<file path="config.mk">
export PLATFORM = sky130hd
export DESIGN_NAME = axi4_slave_read_addr_queue
export DESIGN_NICKNAME = d
export VERILOG_FILES = /design/src/rtl/axi4_slave_read_addr_queue.sv
export SDC_FILE = /design/constraint.sdc
export NUM_CORES = 1
export LEC_CHECK = 0
export CAP_MARGIN = 0
export CORE_MARGIN = 8
export CORE_UTILIZATION = 45
export CTS_BUF_LIST = sky130_fd_sc_hd__clkbuf_4
export CTS_CLUSTER_DIAMETER = 50
export DETAILED_ROUTE_END_ITERATION = 16
export GPL_ROUTABILITY_DRIVEN = 0
export PLACE_DENSITY = 0.68
export SYNTH_ARGS = -nofsm -noshare
export SYNTH_HDL_FRONTEND = slang
export SYNTH_SLANG_ARGS = --single-unit
export TNS_END_PERCENT = 50
</file>
<file path="constraint.sdc">
create_clock -name clk -period 8.2 [get_ports clk]
set_clock_uncertainty 0.05 [all_clocks]
set_input_delay 1.23 -clock clk [delete_from_list [all_inputs] [get_ports clk]]
set_output_delay 1.23 -clock clk [all_outputs]
set_load 0.01 [all_outputs]
</file>
<file path="src/rtl/axi4_slave_read_addr_queue.sv">
// AXI4 slave AR channel request queue with precomputed WRAP bounds.
// Optional protocol checking is built when AXI_AR_PROTOCOL_CHECK_EN is defined.
module axi4_slave_read_addr_queue #(
    parameter int DATA_WIDTH = 32,
    parameter int ADDR_WIDTH = 32,
    parameter int ID_WIDTH   = 4,
    parameter int FIFO_DEPTH = 2
) (
    input  logic                          clk,
    input  logic                          rst,
    input  logic [ID_WIDTH-1:0]           arid,
    input  logic [ADDR_WIDTH-1:0]         araddr,
    input  logic [7:0]                    arlen,
    input  logic [2:0]                    arsize,
    input  logic [1:0]                    arburst,
    input  logic                          arvalid,
    output logic                          arready,
    output logic                          req_valid,
    input  logic                          req_ready,
    output logic [ID_WIDTH-1:0]           req_id,
    output logic [ADDR_WIDTH-1:0]         req_addr,
    output logic [7:0]                    req_len,
    output logic [2:0]                    req_size,
    output logic [1:0]                    req_burst,
    output logic [ADDR_WIDTH-1:0]         req_wrap_base,
    output logic [ADDR_WIDTH-1:0]         req_wrap_limit,
    output logic                          req_err,
    output logic [$clog2(FIFO_DEPTH):0]   q_count
);

    localparam int PW = $clog2(FIFO_DEPTH);
    localparam int CW = PW + 1;
    // wide enough for 256 beats of 128 bytes and for any address
    localparam int BW = (ADDR_WIDTH + 1 > 17) ? ADDR_WIDTH + 1 : 17;
    localparam logic [CW-1:0] DEPTH_C = CW'(FIFO_DEPTH);

    logic [ID_WIDTH-1:0]   mem_id    [FIFO_DEPTH];
    logic [ADDR_WIDTH-1:0] mem_addr  [FIFO_DEPTH];
    logic [7:0]            mem_len   [FIFO_DEPTH];
    logic [2:0]            mem_size  [FIFO_DEPTH];
    logic [1:0]            mem_burst [FIFO_DEPTH];
    logic [ADDR_WIDTH-1:0] mem_base  [FIFO_DEPTH];
    logic [ADDR_WIDTH-1:0] mem_limit [FIFO_DEPTH];

    logic [PW-1:0] wptr;
    logic [PW-1:0] rptr;
    logic [CW-1:0] count;
    logic [CW-1:0] count_next;
    logic          push;
    logic          pop;

    logic                  is_wrap;
    logic [BW-1:0]         bytes;
    logic [BW-1:0]         mask_w;
    logic [BW-1:0]         beat_w;
    logic [ADDR_WIDTH-1:0] wrap_base_c;
    logic [ADDR_WIDTH-1:0] wrap_limit_c;
    logic                  unused_ok;

    assign push       = arvalid && arready;
    assign req_valid  = (count != '0);
    assign pop        = req_valid && req_ready;
    assign count_next = count + CW'(push) - CW'(pop);
    assign q_count    = count;

    // burst footprint and WRAP window by masking, never dividing
    assign is_wrap = (arburst == 2'b10);
    assign bytes   = BW'(9'(arlen) + 9'd1) << arsize;
    assign beat_w  = BW'(1) << arsize;
    assign mask_w  = bytes - BW'(1);

    assign wrap_base_c = is_wrap
        ? (araddr & ~mask_w[ADDR_WIDTH-1:0])
        : araddr;
    assign wrap_limit_c = is_wrap
        ? (wrap_base_c + bytes[ADDR_WIDTH-1:0] - beat_w[ADDR_WIDTH-1:0])
        : '0;

    assign unused_ok = ^{bytes[BW-1:ADDR_WIDTH],
                         mask_w[BW-1:ADDR_WIDTH],
                         beat_w[BW-1:ADDR_WIDTH],
                         (DATA_WIDTH > 8)};

`ifdef AXI_AR_PROTOCOL_CHECK_EN
    localparam logic [2:0] MAXSIZE = 3'($clog2(DATA_WIDTH / 8));

    logic mem_err [FIFO_DEPTH];
    logic bad_burst;
    logic bad_size;
    logic bad_len;
    logic bad_align;
    logic bad_4k;
    logic err_c;

    assign bad_burst = (arburst == 2'b11);
    assign bad_size  = (arsize > MAXSIZE);
    assign bad_len   = is_wrap &&
        !(arlen inside {8'd1, 8'd3, 8'd7, 8'd15});
    assign bad_align = is_wrap &&
        ((araddr[7:0] & (beat_w[7:0] - 8'd1)) != 8'd0);
    assign bad_4k    = (arburst == 2'b01) &&
        ((BW'(araddr[11:0]) + bytes) > BW'(4096));
    assign err_c = bad_burst | bad_size | bad_len | bad_align | bad_4k;

    // error flag travels with its entry
    always_ff @(posedge clk) begin
        if (push) begin
            mem_err[wptr] <= err_c;
        end
    end

    assign req_err = req_valid & mem_err[rptr];
`else
    assign req_err = 1'b0;
`endif

    // entry storage; contents are meaningless while the slot is free
    always_ff @(posedge clk) begin
        if (push) begin
            mem_id[wptr]    <= arid;
            mem_addr[wptr]  <= araddr;
            mem_len[wptr]   <= arlen;
            mem_size[wptr]  <= arsize;
            mem_burst[wptr] <= arburst;
            mem_base[wptr]  <= wrap_base_c;
            mem_limit[wptr] <= wrap_limit_c;
        end
    end

    // pointers, occupancy and registered AR ready
    always_ff @(posedge clk or posedge rst) begin
        if (rst) begin
            wptr    <= '0;
            rptr    <= '0;
            count   <= '0;
            arready <= 1'b0;
        end else begin
            if (push) begin
                wptr <= wptr + PW'(1);
            end
            if (pop) begin
                rptr <= rptr + PW'(1);
            end
            count   <= count_next;
            arready <= (count_next < DEPTH_C);
        end
    end

    // head entry, forced to zero when the queue is empty
    always_comb begin
        req_id         = '0;
        req_addr       = '0;
        req_len        = '0;
        req_size       = '0;
        req_burst      = '0;
        req_wrap_base  = '0;
        req_wrap_limit = '0;
        if (req_valid) begin
            req_id         = mem_id[rptr];
            req_addr       = mem_addr[rptr];
            req_len        = mem_len[rptr];
            req_size       = mem_size[rptr];
            req_burst      = mem_burst[rptr];
            req_wrap_base  = mem_base[rptr];
            req_wrap_limit = mem_limit[rptr];
        end
    end

endmodule
</file>
* Word-level counts from Yosys, hierarchy flattened
Memories as Yosys holds them, arrays and structs flattened.
Index checks and enable logic that the tools add are counted.
** Storage, ports and cells
- Memory bits (writable) :: 226
- Bits in latches :: 0
- Input bits :: 53
- Output and inout port bits :: 118
- Memory bits (read-only) :: 0
- Register bits :: 5
- Logic and storage cells :: 39
- Memories :: 7
** Memories
- mem_addr :: depth 2, width 32, rd ports 1, clocked after Yosys merged registers in 0, wr ports 1, line 38 : logic [ADDR_WIDTH-1:0] mem_addr [FIFO_DEPTH];
- mem_base :: depth 2, width 32, rd ports 1, clocked after Yosys merged registers in 0, wr ports 1, line 42 : logic [ADDR_WIDTH-1:0] mem_base [FIFO_DEPTH];
- mem_limit :: depth 2, width 32, rd ports 1, clocked after Yosys merged registers in 0, wr ports 1, line 43 : logic [ADDR_WIDTH-1:0] mem_limit [FIFO_DEPTH];
- mem_len :: depth 2, width 8, rd ports 1, clocked after Yosys merged registers in 0, wr ports 1, line 39 : logic [7:0] mem_len [FIFO_DEPTH];
- mem_id :: depth 2, width 4, rd ports 1, clocked after Yosys merged registers in 0, wr ports 1, line 37 : logic [ID_WIDTH-1:0] mem_id [FIFO_DEPTH];
- mem_size :: depth 2, width 3, rd ports 1, clocked after Yosys merged registers in 0, wr ports 1, line 40 : logic [2:0] mem_size [FIFO_DEPTH];
- 1 more memories
** Operators by class
- Div/mod/pow operators :: 0
- Eq/ne operators :: 1
- Shifts and indexed selects :: 2
- Bitwise gates (word level) :: 2
- Add/subtract/negate cells :: 8
- Multiplexer cells :: 11
- $mul :: 0
- Magnitude comparators :: 1
- Reductions and logical operators :: 3
** Operators with widths (number)
- 32-bit two-way mux :: 5
- 32-bit adder :: 1
- 32-bit AND :: 1
- 32-bit inverter :: 1
- 1-bit by 3-bit << shifter with 32-bit output (first input constant) :: 1
- 9-bit by 3-bit << shifter with 32-bit output :: 1
- 32-bit by 1-bit subtractor with 32-bit output (second input constant) :: 1
- 32-bit subtractor :: 1
- 8-bit by 1-bit adder with 9-bit output (second input constant) :: 1
- 8-bit two-way mux :: 1
- 4-bit two-way mux :: 1
- 3-bit two-way mux :: 1
- 1-bit adder (second input constant) :: 2
- 2-bit by 1-bit adder with 2-bit output :: 1
- 2-bit equality test (second input constant) :: 1
- 1-bit logical AND :: 2
- 2-bit less-than comparator (second input constant) :: 1
- 1-bit two-way mux :: 2
- 2-bit two-way mux :: 1
- 2-bit nonzero test :: 1
- 2-bit by 1-bit subtractor with 2-bit output :: 1

* Longest topological paths before layout
- Depth in word-level cells :: 9
- Depth in mapped cells :: 24
- Depth with buffers taken out :: 23

* Worst setup path before layout
Ideal clock, no wire load.
- Path kind :: input to register
- Start :: in arvalid
- End :: mem mem_addr[0][0], enable pin
- Buffers on the path :: 0
- Cell stages on the path :: 2
- Arrival :: 6031 ps
- Slack :: 1533 ps
- Cells stage by stage :: nand2_1 -> nor2_1
** On the way
- Cells in the longest elaborated chain, start to end :: 3
** Ends and longest elaborated chain
- from (decl) :: line 16 : input logic arvalid,
- 1-bit logical AND :: line 60 : assign push = arvalid && arready;
- 1-bit two-way mux :: line 119 : if (push) begin
- 1-bit two-way mux (implied by the code) :: line 121 : mem_addr[wptr] <= araddr;
- to (decl) :: line 38
No other way between the ends.

* Worst setup path after layout
- Start :: in arlen[0]
- End :: mem mem_limit[0][31], data pin
** On the way
- Cells in the longest elaborated chain, start to end :: 9
** Ends and longest elaborated chain
- from (decl) :: line 13 : input logic [7:0] arlen,
- 8-bit by 1-bit adder with 9-bit output (*) :: line 68 : assign bytes = BW'(9'(arlen) + 9'd1) << arsize;
- 9-bit by 3-bit << shifter with 32-bit output (*) :: line 68
- 32-bit by 1-bit subtractor with 32-bit output :: line 70 : assign mask_w = bytes - BW'(1);
- 32-bit inverter :: line 73 : ? (araddr & ~mask_w[ADDR_WIDTH-1:0])
- 32-bit AND :: line 73
- 32-bit two-way mux :: line 73
- 32-bit adder (*) :: line 76 : ? (wrap_base_c + bytes[ADDR_WIDTH-1:0] - beat_w[ADDR_WIDTH-1:0])
- 32-bit subtractor (*) :: line 76
- 32-bit two-way mux (*) :: line 76
- via wrap_limit_c[31] :: line 57 : logic [ADDR_WIDTH-1:0] wrap_limit_c;
- to (decl) :: line 43
The timed path passes the listed nets; every way through them passes the cells marked *.

==> run metrics <==
final WL 29210 um; row count 60; unrepaired setup endpoints after global routing false; synthesized area 12330 um2; flop-to-flop setup slack 5.56 ns; # nets final 1337; H-tree depth 2; DRT Pass-1 Iters 5; 1st-iter DRT viols 512; fraction of registers with async set/reset 0.02165; first-pass GRT wire length 45770 um; Static Leak 0.005884 uW; worst-margin pin slew 1.045 ns; Fin. Hold Viols 0; CTS buffer count 59; Setup CP Type in2reg; IO Pins 171; post-CTS sizing 0; worst skew pair latency 0.65 ns; CP Data Arrival Time 7.31 ns; port bufs 169; worst hold endpoint wptr; largest net degree at the start of global routing 68; worst hold path type reg2reg; Final ANT Viol Nets 0; synthesized area per cell 11.79 um2; synthesis-stage register bit count 231; via count 8702; Unique masters post-synth 82; Power per Cell Area 308.1 nW/um2; CP max stage delay 0.48 ns; die height 181.5 um; Clock Path Buffers 3; Post-DP HPWL 20080 um; setup bufs post-CTS 0; EDFF count, synth 226; most common cell after layout, fill and taps aside edfxtp_1; initial antenna violation count 1; r2r endpoint arready; CP most frequent cell ha_1; synthesized instance count 1046; Final setup viols 0; worst path bufs/invs 3; hold path start wptr; Gate power share 0.431; vias in the first global route 8758; CP max FO 16; crit end category flip-flop; fin. max-slew vios 0; setup TNS 0 ns; most frequent cells in the layout edfxtp_1, nor2_1, clkdlybuf4s50_1, mux2i_1, clkbuf_4; Max Freq 145.7 MHz; clock power share 0.207; Finished Core Util 0.5596; Synthesized Nets 1147; CTS tree yes; Initial Util 0.4574; All-Layer GR Usage 0.1713; hold path depth 1; DR DRC count 0; # hold bufs at CTS 0; Area Overhead vs Synth 22.34%; CTS root buf clkbuf_4; Wirelength per Cell 17.97 um; Top delay family on crit path compound AO/OA/AOI/OAI gates; share of cells above drive strength 1 0.1177; Die ar. 32950 um2; fin crit share 0.8368; Int Power 3057 uW; Setup crit start kind input port; reg2reg start q_count[1]; Reg2Reg Depth 9; slowest CP cell or4_1; total gr overflow 0; Seq pwr share 0.361; CTS sink cnt 231; sequential-to-total area share from yosys stat 0.5606; sw frac 0.3421; chip width 181.5 um; number of max-cap violations 0; Warnings, synthesis 0; net switching power 1590 uW; Required @ worst endpoint 8.64 ns; VDD IR-drop max 151.4 uV; drt via density 5.355; Post-synth top flop edfxtp_1; outcome complete, no violations; Slew headroom 0.3018; Clock transition at path regs 0.06 ns; minimum clock period after layout 6.861 ns; Core Region 26950 um2; critical-path cell list clkdlybuf4s50_1 -> buf_4 -> ha_1 -> and3_2 -> mux2i_1 -> o211ai_1 -> or4_1 -> a211oi_2 -> nor4b_4 -> nand4_1 -> xnor2_1 -> o21ai_0 -> ha_1 -> inv_1 -> ha_1 -> a21o_1 -> a21oi_1 -> nor3_1 -> or2_2 -> a31oi_1 -> a221oi_1 -> a211oi_1 -> xnor3_1 -> nor2_1
-- worst reg2reg max path, cell delays in order (launching register included) --
cell and delay [ns]:
dfrtp_1 0.42, nor2_4 0.82, inv_1 0.13, and2_1 0.23, ha_1 0.27, inv_1 0.04, ha_1 0.18, xnor2_1 0.17
xnor2_1 0.15, inv_1 0.07
-- state kept, by name, summed over array words and instances (netlist names) --
| name | count |
|---|---|
| mem_base | 64 |
| mem_burst | 4 |
| mem_id | 8 |
| mem_limit | 64 |
| rptr | 1 |
| mem_len | 16 |
| wptr | 1 |
| q_count | 2 |
| mem_addr | 64 |
| mem_size | 6 |
| arready | 1 |
-- layer usage --
metal / global-route usage / share of wire
met1: 0.2173 / 0.44
met2: 0.2855 / 0.48
met3: 0.04192 / 0.061
met4: 0.05313 / 0.021
met5: 0 / 0
-- synth_stat cells, types with 11 or more instances --
cell      count  area [um2]
nor3_1       14       70.07
a21o_1       18       135.1
nand2_1      53       198.9
clkbuf_1     31       116.4
ha_1         44       550.5
edfxtp_1    226        6787
and2_1       17       106.4
a31oi_1      11       68.82
nand3_1      14       70.07
o21ai_0      26       130.1
nor2b_1      11       68.82
xor2_1       20       175.2
xnor2_1      24       210.2
inv_1        39       146.4
mux2i_1     117        1171
a21oi_1      38       190.2
nor2_1      173       649.4
-- power groups by stage --
stage               sequential (uW)  clock [uW]  combinational [uW]
floorplan                      1670           0                1130
global placement               1700           0                2030
detailed placement             1710           0                2040
CTS                            1680         991                2040
global route                   1700        1040                2170
finish                         1680         963                2000
-- cell type report --
| cell class | instances | area (um2) |
|---|---|---|
| fillers | 2368 | 11870 |
| flip-flops and latches | 231 | 6915 |
| multi-input cells | 722 | 5037 |
| repair buffers | 182 | 1789 |
| clock buffers | 94 | 705.7 |
| well taps | 341 | 426.7 |
| inverters | 40 | 150.1 |
| clock inverters | 14 | 55.05 |
| diodes | 1 | 2.502 |
-- cells by family (layout without fill, tap and decap cells) --
logic type	after synthesis	after routing	synth area share
AOI/OAI and AO/OA	155	155	0.08637
xor gates and xnor gates	45	45	0.03309
adders and majority gates	48	48	0.05115
buffers and inverters	93	330	0.03258
DFF	231	231	0.5606
muxes	122	122	0.09977
other	1	2	0.0003042
and+or+nand+nor	351	351	0.1361
-- metrics by stage --
stage          hold slack, ns  total power [uW]  area, um2  instances  setup slack [ns]
6_report               0.5079              4647      15080       1625             1.339
5_1_grt                0.5341              4924      15080       1625            0.8333
4_1_cts                0.5078              4720      15080       1624             1.443
3_5_place_dp           0.4991              3745      14320       1516            0.7539
3_3_place_gp           0.4840              3728      14320       1516            0.9151
2_1_floorplan          0.4104              2792      12330       1046             1.533
-- worst max path at each step --
stage          startpoint               end  slack, ns  depth (start not counted)
2_1_floorplan     arvalid    mem_addr[0][0]       1.53                          2
3_3_place_gp     arlen[0]  mem_limit[0][31]       0.92                         24
3_5_place_dp     arlen[0]  mem_limit[1][31]       0.75                         21
4_1_cts          arlen[0]  mem_limit[0][31]       1.44                         21
5_1_grt          arlen[0]  mem_limit[1][31]       0.83                         21
6_report         arlen[0]  mem_limit[0][31]       1.34                         24
(Power assumes the default switching activity.)
